==> src/rtl/s_machine_pkg.sv <==
// Shared definitions for the data memory access unit: widths, op codes,
// sequencer states and small op classification helpers.
package s_machine_pkg;

    localparam int unsigned ADDR_W = 8;
    localparam int unsigned DATA_W = 16;

    typedef enum logic [1:0] {
        OP_LOAD  = 2'b00,
        OP_STORE = 2'b01,
        OP_PUSH  = 2'b10,
        OP_POP   = 2'b11
    } op_t;

    typedef enum logic [1:0] {
        ST_IDLE,
        ST_PARK,
        ST_ACCESS,
        ST_DONE
    } state_t;

    // True for ops that write the memory when they do not error.
    function automatic logic op_writes(input op_t op);
        return (op == OP_STORE) || (op == OP_PUSH);
    endfunction

    // True for ops that return memory data when they do not error.
    function automatic logic op_reads(input op_t op);
        return (op == OP_LOAD) || (op == OP_POP);
    endfunction

endpackage

==> src/rtl/data_mem_access_unit_if.sv <==
// Request/response handshake between the control unit (master) and the
// data memory access unit (slave).
interface data_mem_access_unit_if #(
    parameter int unsigned ADDR_W = s_machine_pkg::ADDR_W,
    parameter int unsigned DATA_W = s_machine_pkg::DATA_W
);

    logic              req_valid;
    logic              req_ready;
    logic [1:0]        req_op;
    logic [ADDR_W-1:0] req_addr;
    logic [DATA_W-1:0] req_wdata;
    logic              rsp_valid;
    logic [DATA_W-1:0] rsp_rdata;
    logic              rsp_err;

    modport master (
        output req_valid,
        input  req_ready,
        output req_op,
        output req_addr,
        output req_wdata,
        input  rsp_valid,
        input  rsp_rdata,
        input  rsp_err
    );

    modport slave (
        input  req_valid,
        output req_ready,
        input  req_op,
        input  req_addr,
        input  req_wdata,
        output rsp_valid,
        output rsp_rdata,
        output rsp_err
    );

endinterface

==> src/rtl/data_mem_access_unit_stack_pointer_ctrl.sv <==
// Data stack pointer: holds sp, resolves the access target for an incoming
// request and reports full/empty. The stack grows downward from STACK_BASE.
module stack_pointer_ctrl
    import s_machine_pkg::op_t;
    import s_machine_pkg::OP_PUSH;
    import s_machine_pkg::OP_POP;
#(
    parameter int unsigned          ADDR_W      = s_machine_pkg::ADDR_W,
    parameter logic [ADDR_W-1:0]    STACK_BASE  = 8'hFF,
    parameter logic [ADDR_W-1:0]    STACK_LIMIT = 8'hC0
) (
    input  logic              clk,
    input  logic              reset_n,
    input  op_t               op,
    input  logic [ADDR_W-1:0] addr,
    input  logic              step_en,
    input  op_t               step_op,
    output logic [ADDR_W-1:0] sp,
    output logic [ADDR_W-1:0] target,
    output logic              full,
    output logic              empty
);

    localparam logic [ADDR_W-1:0] FULL_SP = STACK_LIMIT - 1'b1;

    logic [ADDR_W-1:0] sp_next;

    assign full  = (sp == FULL_SP);
    assign empty = (sp == STACK_BASE);

    // Target address: sp for PUSH, slot above sp for POP, else the request address.
    always_comb begin
        target = addr;
        unique case (op)
            OP_PUSH: target = sp;
            OP_POP:  target = sp + 1'b1;
            default: target = addr;
        endcase
    end

    // Next sp for the op being retired.
    always_comb begin
        sp_next = sp;
        unique case (step_op)
            OP_PUSH: sp_next = sp - 1'b1;
            OP_POP:  sp_next = sp + 1'b1;
            default: sp_next = sp;
        endcase
    end

    // sp register, stepped once per successful stack op.
    always_ff @(posedge clk or negedge reset_n) begin
        if (!reset_n) begin
            sp <= STACK_BASE;
        end else if (step_en) begin
            sp <= sp_next;
        end
    end

endmodule

==> src/rtl/data_mem_access_unit.sv <==
// Sequencer between the control unit and the address-triggered DataMemory.
// Every access parks the address on target^1 for one cycle so the memory
// sees an address change even when the same location is accessed twice.
module data_mem_access_unit
    import s_machine_pkg::op_t;
    import s_machine_pkg::state_t;
    import s_machine_pkg::OP_LOAD;
    import s_machine_pkg::OP_PUSH;
    import s_machine_pkg::OP_POP;
    import s_machine_pkg::ST_IDLE;
    import s_machine_pkg::ST_PARK;
    import s_machine_pkg::ST_ACCESS;
    import s_machine_pkg::ST_DONE;
    import s_machine_pkg::op_writes;
    import s_machine_pkg::op_reads;
#(
    parameter int unsigned       ADDR_W      = s_machine_pkg::ADDR_W,
    parameter int unsigned       DATA_W      = s_machine_pkg::DATA_W,
    parameter logic [ADDR_W-1:0] STACK_BASE  = 8'hFF,
    parameter logic [ADDR_W-1:0] STACK_LIMIT = 8'hC0
) (
    input  logic                   clk,
    input  logic                   reset_n,
    data_mem_access_unit_if.slave  bus,
    output logic [ADDR_W-1:0]      sp,
    output logic                   mem_read_write,
    output logic [ADDR_W-1:0]      mem_addr,
    output logic [DATA_W-1:0]      mem_wdata,
    input  logic [DATA_W-1:0]      mem_rdata
);

    localparam logic [ADDR_W-1:0] PARK_FLIP = {{(ADDR_W-1){1'b0}}, 1'b1};

    state_t            state;
    op_t               req_op_c;
    op_t               op_q;
    logic [ADDR_W-1:0] target_c;
    logic [ADDR_W-1:0] target_q;
    logic [DATA_W-1:0] wdata_q;
    logic              err_c;
    logic              err_q;
    logic              full;
    logic              empty;
    logic              step_en;

    assign req_op_c = op_t'(bus.req_op);
    assign err_c    = ((req_op_c == OP_PUSH) && full) || ((req_op_c == OP_POP) && empty);
    // sp moves on the DONE->IDLE edge, only for stack ops that did not fault.
    assign step_en  = (state == ST_DONE) && !err_q;

    stack_pointer_ctrl #(
        .ADDR_W      (ADDR_W),
        .STACK_BASE  (STACK_BASE),
        .STACK_LIMIT (STACK_LIMIT)
    ) u_stack_pointer_ctrl (
        .clk     (clk),
        .reset_n (reset_n),
        .op      (req_op_c),
        .addr    (bus.req_addr),
        .step_en (step_en),
        .step_op (op_q),
        .sp      (sp),
        .target  (target_c),
        .full    (full),
        .empty   (empty)
    );

    // Request sequencer; all handshake and memory pins are registered and
    // loaded on the edge that enters the state they belong to.
    always_ff @(posedge clk or negedge reset_n) begin
        if (!reset_n) begin
            state          <= ST_IDLE;
            op_q           <= OP_LOAD;
            target_q       <= '0;
            wdata_q        <= '0;
            err_q          <= 1'b0;
            bus.req_ready  <= 1'b1;
            bus.rsp_valid  <= 1'b0;
            bus.rsp_rdata  <= '0;
            bus.rsp_err    <= 1'b0;
            mem_read_write <= 1'b0;
            mem_addr       <= '0;
            mem_wdata      <= '0;
        end else begin
            unique case (state)
                ST_IDLE: begin
                    if (bus.req_valid) begin
                        op_q           <= req_op_c;
                        target_q       <= target_c;
                        wdata_q        <= bus.req_wdata;
                        err_q          <= err_c;
                        bus.req_ready  <= 1'b0;
                        mem_read_write <= 1'b0;
                        mem_addr       <= target_c ^ PARK_FLIP;
                        state          <= ST_PARK;
                    end
                end
                ST_PARK: begin
                    mem_addr       <= target_q;
                    mem_wdata      <= wdata_q;
                    mem_read_write <= op_writes(op_q) && !err_q;
                    state          <= ST_ACCESS;
                end
                ST_ACCESS: begin
                    mem_read_write <= 1'b0;
                    bus.rsp_valid  <= 1'b1;
                    bus.rsp_err    <= err_q;
                    bus.rsp_rdata  <= (op_reads(op_q) && !err_q) ? mem_rdata : '0;
                    state          <= ST_DONE;
                end
                ST_DONE: begin
                    bus.rsp_valid  <= 1'b0;
                    bus.rsp_err    <= 1'b0;
                    bus.req_ready  <= 1'b1;
                    state          <= ST_IDLE;
                end
                default: begin
                    state <= ST_IDLE;
                end
            endcase
        end
    end

endmodule
==> src/flat_wrapper.sv <==
// flat-port wrapper written by rule: the top's interface ports become plain ports
module data_mem_access_unit_flat import s_machine_pkg::op_t; import s_machine_pkg::state_t; import s_machine_pkg::OP_LOAD; import s_machine_pkg::OP_PUSH; import s_machine_pkg::OP_POP; import s_machine_pkg::ST_IDLE; import s_machine_pkg::ST_PARK; import s_machine_pkg::ST_ACCESS; import s_machine_pkg::ST_DONE; import s_machine_pkg::op_writes; import s_machine_pkg::op_reads;
#(
    parameter int unsigned       ADDR_W      = s_machine_pkg::ADDR_W,
    parameter int unsigned       DATA_W      = s_machine_pkg::DATA_W,
    parameter logic [ADDR_W-1:0] STACK_BASE  = 8'hFF,
    parameter logic [ADDR_W-1:0] STACK_LIMIT = 8'hC0
)
  (clk, reset_n, sp, mem_read_write, mem_addr, mem_wdata, mem_rdata, bus_req_valid, bus_req_ready, bus_req_op, bus_req_addr, bus_req_wdata, bus_rsp_valid, bus_rsp_rdata, bus_rsp_err);
  data_mem_access_unit_if #(.ADDR_W(ADDR_W), .DATA_W(DATA_W)) bus_i ();
  input  logic clk;
  input  logic reset_n;
  output logic [ADDR_W-1:0] sp;
  output logic mem_read_write;
  output logic [ADDR_W-1:0] mem_addr;
  output logic [DATA_W-1:0] mem_wdata;
  input  logic [DATA_W-1:0] mem_rdata;
  input wire logic [$bits(bus_i.req_valid)-1:0] bus_req_valid;
  output wire logic [$bits(bus_i.req_ready)-1:0] bus_req_ready;
  input wire logic [$bits(bus_i.req_op)-1:0] bus_req_op;
  input wire logic [$bits(bus_i.req_addr)-1:0] bus_req_addr;
  input wire logic [$bits(bus_i.req_wdata)-1:0] bus_req_wdata;
  output wire logic [$bits(bus_i.rsp_valid)-1:0] bus_rsp_valid;
  output wire logic [$bits(bus_i.rsp_rdata)-1:0] bus_rsp_rdata;
  output wire logic [$bits(bus_i.rsp_err)-1:0] bus_rsp_err;
  assign bus_i.req_valid = bus_req_valid;
  assign bus_req_ready = bus_i.req_ready;
  assign bus_i.req_op = bus_req_op;
  assign bus_i.req_addr = bus_req_addr;
  assign bus_i.req_wdata = bus_req_wdata;
  assign bus_rsp_valid = bus_i.rsp_valid;
  assign bus_rsp_rdata = bus_i.rsp_rdata;
  assign bus_rsp_err = bus_i.rsp_err;
  data_mem_access_unit #(.ADDR_W(ADDR_W), .DATA_W(DATA_W), .STACK_BASE(STACK_BASE), .STACK_LIMIT(STACK_LIMIT)) u_core (.clk(clk), .reset_n(reset_n), .bus(bus_i), .sp(sp), .mem_read_write(mem_read_write), .mem_addr(mem_addr), .mem_wdata(mem_wdata), .mem_rdata(mem_rdata));
endmodule
==> config.mk <==
export PLATFORM = sky130hd
export DESIGN_NAME = data_mem_access_unit_flat
export DESIGN_NICKNAME = d
export VERILOG_FILES = /design/src/rtl/s_machine_pkg.sv /design/src/rtl/data_mem_access_unit_if.sv /design/src/rtl/data_mem_access_unit_stack_pointer_ctrl.sv /design/src/rtl/data_mem_access_unit.sv /design/src/flat_wrapper.sv
export SDC_FILE = /design/constraint.sdc
export NUM_CORES = 1
export LEC_CHECK = 0
export ABC_CLOCK_PERIOD_IN_PS = 2500
export CORE_ASPECT_RATIO = 0.6
export CORE_MARGIN = 3
export CORE_UTILIZATION = 30
export DETAILED_ROUTE_END_ITERATION = 8
export PLACE_DENSITY_LB_ADDON = 0.3
export SLEW_MARGIN = 10
export SYNTH_ARGS = -nofsm -noshare
export SYNTH_HDL_FRONTEND = slang
export SYNTH_SLANG_ARGS = --single-unit
==> constraint.sdc <==
create_clock -name clk -period 2.5 [get_ports clk]
set_input_delay 0.375 -clock clk [delete_from_list [all_inputs] [get_ports clk]]
set_output_delay 0.375 -clock clk [all_outputs]
set_load 0.1 [all_outputs]
==> impl_metrics.ini <==
[placement]
dp.cells = 571
port_buffers = 96
hpwl_um = 6280
place_congestion = 0.770

[sta]
rsz0062_at_grt = false
clock.fmax_ghz = 0.530
slew_violations = 0
setup_tns_ns = 0
tightest_slew_ns = 0.904
hold_violations = 0
skew_ns = 0.00736
finalCritPeriodShare_pct = 75.5
min_period_ns = 1.89
slew_headroom_pct = 39.7
finalSetupViolations = 0

[final_layout]
seq_area_um2 = 2040
drive_above_1_share_pct = 30.0
multi_input_area_um2 = 1430
n_fill_cell = 1107
antenna_cells = 0
flow.area_growth_from_synthesis_pct = 35.9
fin_nets = 475
instances_no_fill = 587

[clocking]
clock_latency_ns = 0.33
cts_inserted_buffers = 9
clk_pin_slew_worst_paths_ns = 0.06
cts_root_buf = clkbuf_16
tritoncts = done
cts_setup_buffers = 0
clkSinkCount = 81
clockBufferDepth = 2
htree_levels = 3
postCtsHoldBufs = 0
cts_resized = 0

[synth]
synth_top_area_share_pct = 49.2
ys_seq_elements = 81
yosysTopAreaCell = dfrtp_1
syn-cell-area_um2 = 3660
syn-num-nets = 379
ys.flop_type = dfrtp_1
ys_async_sr_fraction_pct = 100
synth-edff-count = 0
syn-mean-instance-area_um2 = 11.2
ys_seq_area_share_pct = 55.7
ys_warn_count = 0
ys_types = 47
synthTopCellsByArea = dfrtp_1, mux2_2, dfstp_2
syn_inst = 326

[critical_path]
r2r-start = u_core.u_stack_pointer_ctrl.sp[0]$_DFFE_PN1P_
path_class = flip-flop to flip-flop
ff2ff_setup_slack_ns = 0.61
worst_r2r_path_depth = 5
end_kind = flip-flop
critPathRequiredTime_ns = 2.77
cp_max_fo = 8
r2r-end = u_core.target_q[6]$_DFFE_PN0P_
critPathLaunchType = flip-flop
arrival_ns = 2.16

[floorplanning]
core_um2 = 11600
die_height_um = 91.6
start_util_pct = 31.6
io_pins = 97
dieArea_um2 = 13600
die_x_um = 149
row_count = 30

[run]
drv_cap = 0

[global_route]
grt_max_degree = 72
gr-total-overflow = 0
grt_pass1_vias = 2752
groute.usage.overall_pct = 13.5
grt_pass1_wl_um = 14400
antenna_found_initial = 0

[drt]
met1Wirelength_um = 4500
dr.pass1.iters = 4
routed.top_layer = met4
drt_iter0_markers = 105
dr_total_vias = 2688
avgRoutedWirePerCell_um = 15.0
wirelength_um = 8780
vias_per_cell = 4.58
routed-wl-met3_um = 573
drc = 0
final_antenna_net_count = 0
dr_wl_met2_um = 3630

[run_status]
status = complete, no violations

[hold_path]
hold_path_class = input pin to async pin
## per-stage QoR
step	setup WS (ns)	instance area, um^2	utilization [%]	hold slack (ns)
finish	0.612	4970	42.9	0.170
global route	0.446	4970	42.9	0.239
CTS	0.604	4970	42.9	0.203
detailed placement	0.501	4670	40.3	0.471
global placement	0.544	4670	40.3	0.460
floorplan	0.294	3660	-	0.0794
## how the worst max path moves through the flow
stage,startpoint,endpoint,depth (start not counted)
2_1_floorplan,u_core.u_stack_pointer_ctrl.sp[0]$_DFFE_PN1P_,u_core.target_q[6]$_DFFE_PN0P_,6
3_3_place_gp,bus_req_op[0],u_core.mem_addr[7]$_DFFE_PN0P_,5
3_5_place_dp,bus_req_op[0],u_core.mem_addr[5]$_DFFE_PN0P_,5
4_1_cts,u_core.u_stack_pointer_ctrl.sp[0]$_DFFE_PN1P_,u_core.target_q[6]$_DFFE_PN0P_,5
5_1_grt,u_core.state[0]$_DFFE_PN0P_,u_core.err_q$_DFFE_PN0P_,5
6_report,u_core.u_stack_pointer_ctrl.sp[0]$_DFFE_PN1P_,u_core.target_q[6]$_DFFE_PN0P_,5
## sequential cells by signal, summed over array words and instances, names as in the netlist, 2 cells and up
name / count
u_core.bus.rsp_rdata: 16
u_core.mem_wdata: 16
u_core.wdata_q: 16
u_core.mem_addr: 8
u_core.target_q: 8
u_core.u_stack_pointer_ctrl.sp: 8
u_core.op_q: 2
u_core.state: 2
## logic make-up after synthesis
logic type,synth area share [%]
xor+xnor,2.87
buf+inv,5.16
simple gates,9.71
compound gates,11.4
flops,55.7
fa+ha+maj,2.74
mux,12.4
## cell type report
class,instances,share of cell area (%)
sequential,81,41.0
multi-input combinational,201,28.8
timing repair buffer,106,18.4
clock buffer,9,4.53
tap,160,4.02
inverter,23,1.74
clock inverter,7,1.53
## layout by cell type (no fill, tap or decap), drive strengths merged, types with 2 or more instances in the layout
master         count
clkbuf             9
and3               2
or4                2
a21o               5
nor2              21
inv               26
buf               63
nor2b              3
o41ai              2
nand4              5
ha                 8
o21ai             27
a211oi             4
dfrtp             72
mux2              35
a311oi             3
mux2i              6
clkdlybuf4s50     43
a211o              2
dfstp              9
nand2             31
or3                3
xor2              10
xnor2              2
clkinvlp           2
nand3              3
a21oi             11
o31ai              2
## layer usage
layer  vias to the layer above  global-route usage [%]
met5                         -                       0
met4                         0                    3.23
met3                         9                    4.44
met2                        83                    19.2
met1                      1284                    19.8
li1                       1312                       -
## Yosys cell counts (2+ instances only)
library cell,instances
dfrtp_1,72
mux2_2,35
nand2_1,31
o21ai_0,25
inv_1,22
nor2_1,21
clkbuf_1,16
a21oi_1,11
xor2_1,10
dfstp_2,9
ha_1,8
mux2i_1,6
a21o_1,5
a211oi_1,4
nand4_1,4
a311oi_1,3
buf_6,3
nand3_1,3
nor2b_1,3
or3_1,3
a211o_1,2
o21ai_1,2
o31ai_1,2
or4_1,2
xnor2_1,2
## worst max-delay path: stages (launching register included)
cell	delay (ns)
dfstp_2	0.63
ha_1	0.35
nand3_1	0.12
or3_1	0.34
a311oi_1	0.26
a21o_1	0.11
Power is not shown: default switching activity piles up to over one toggle a cycle in this logic, so the estimate is an artifact.
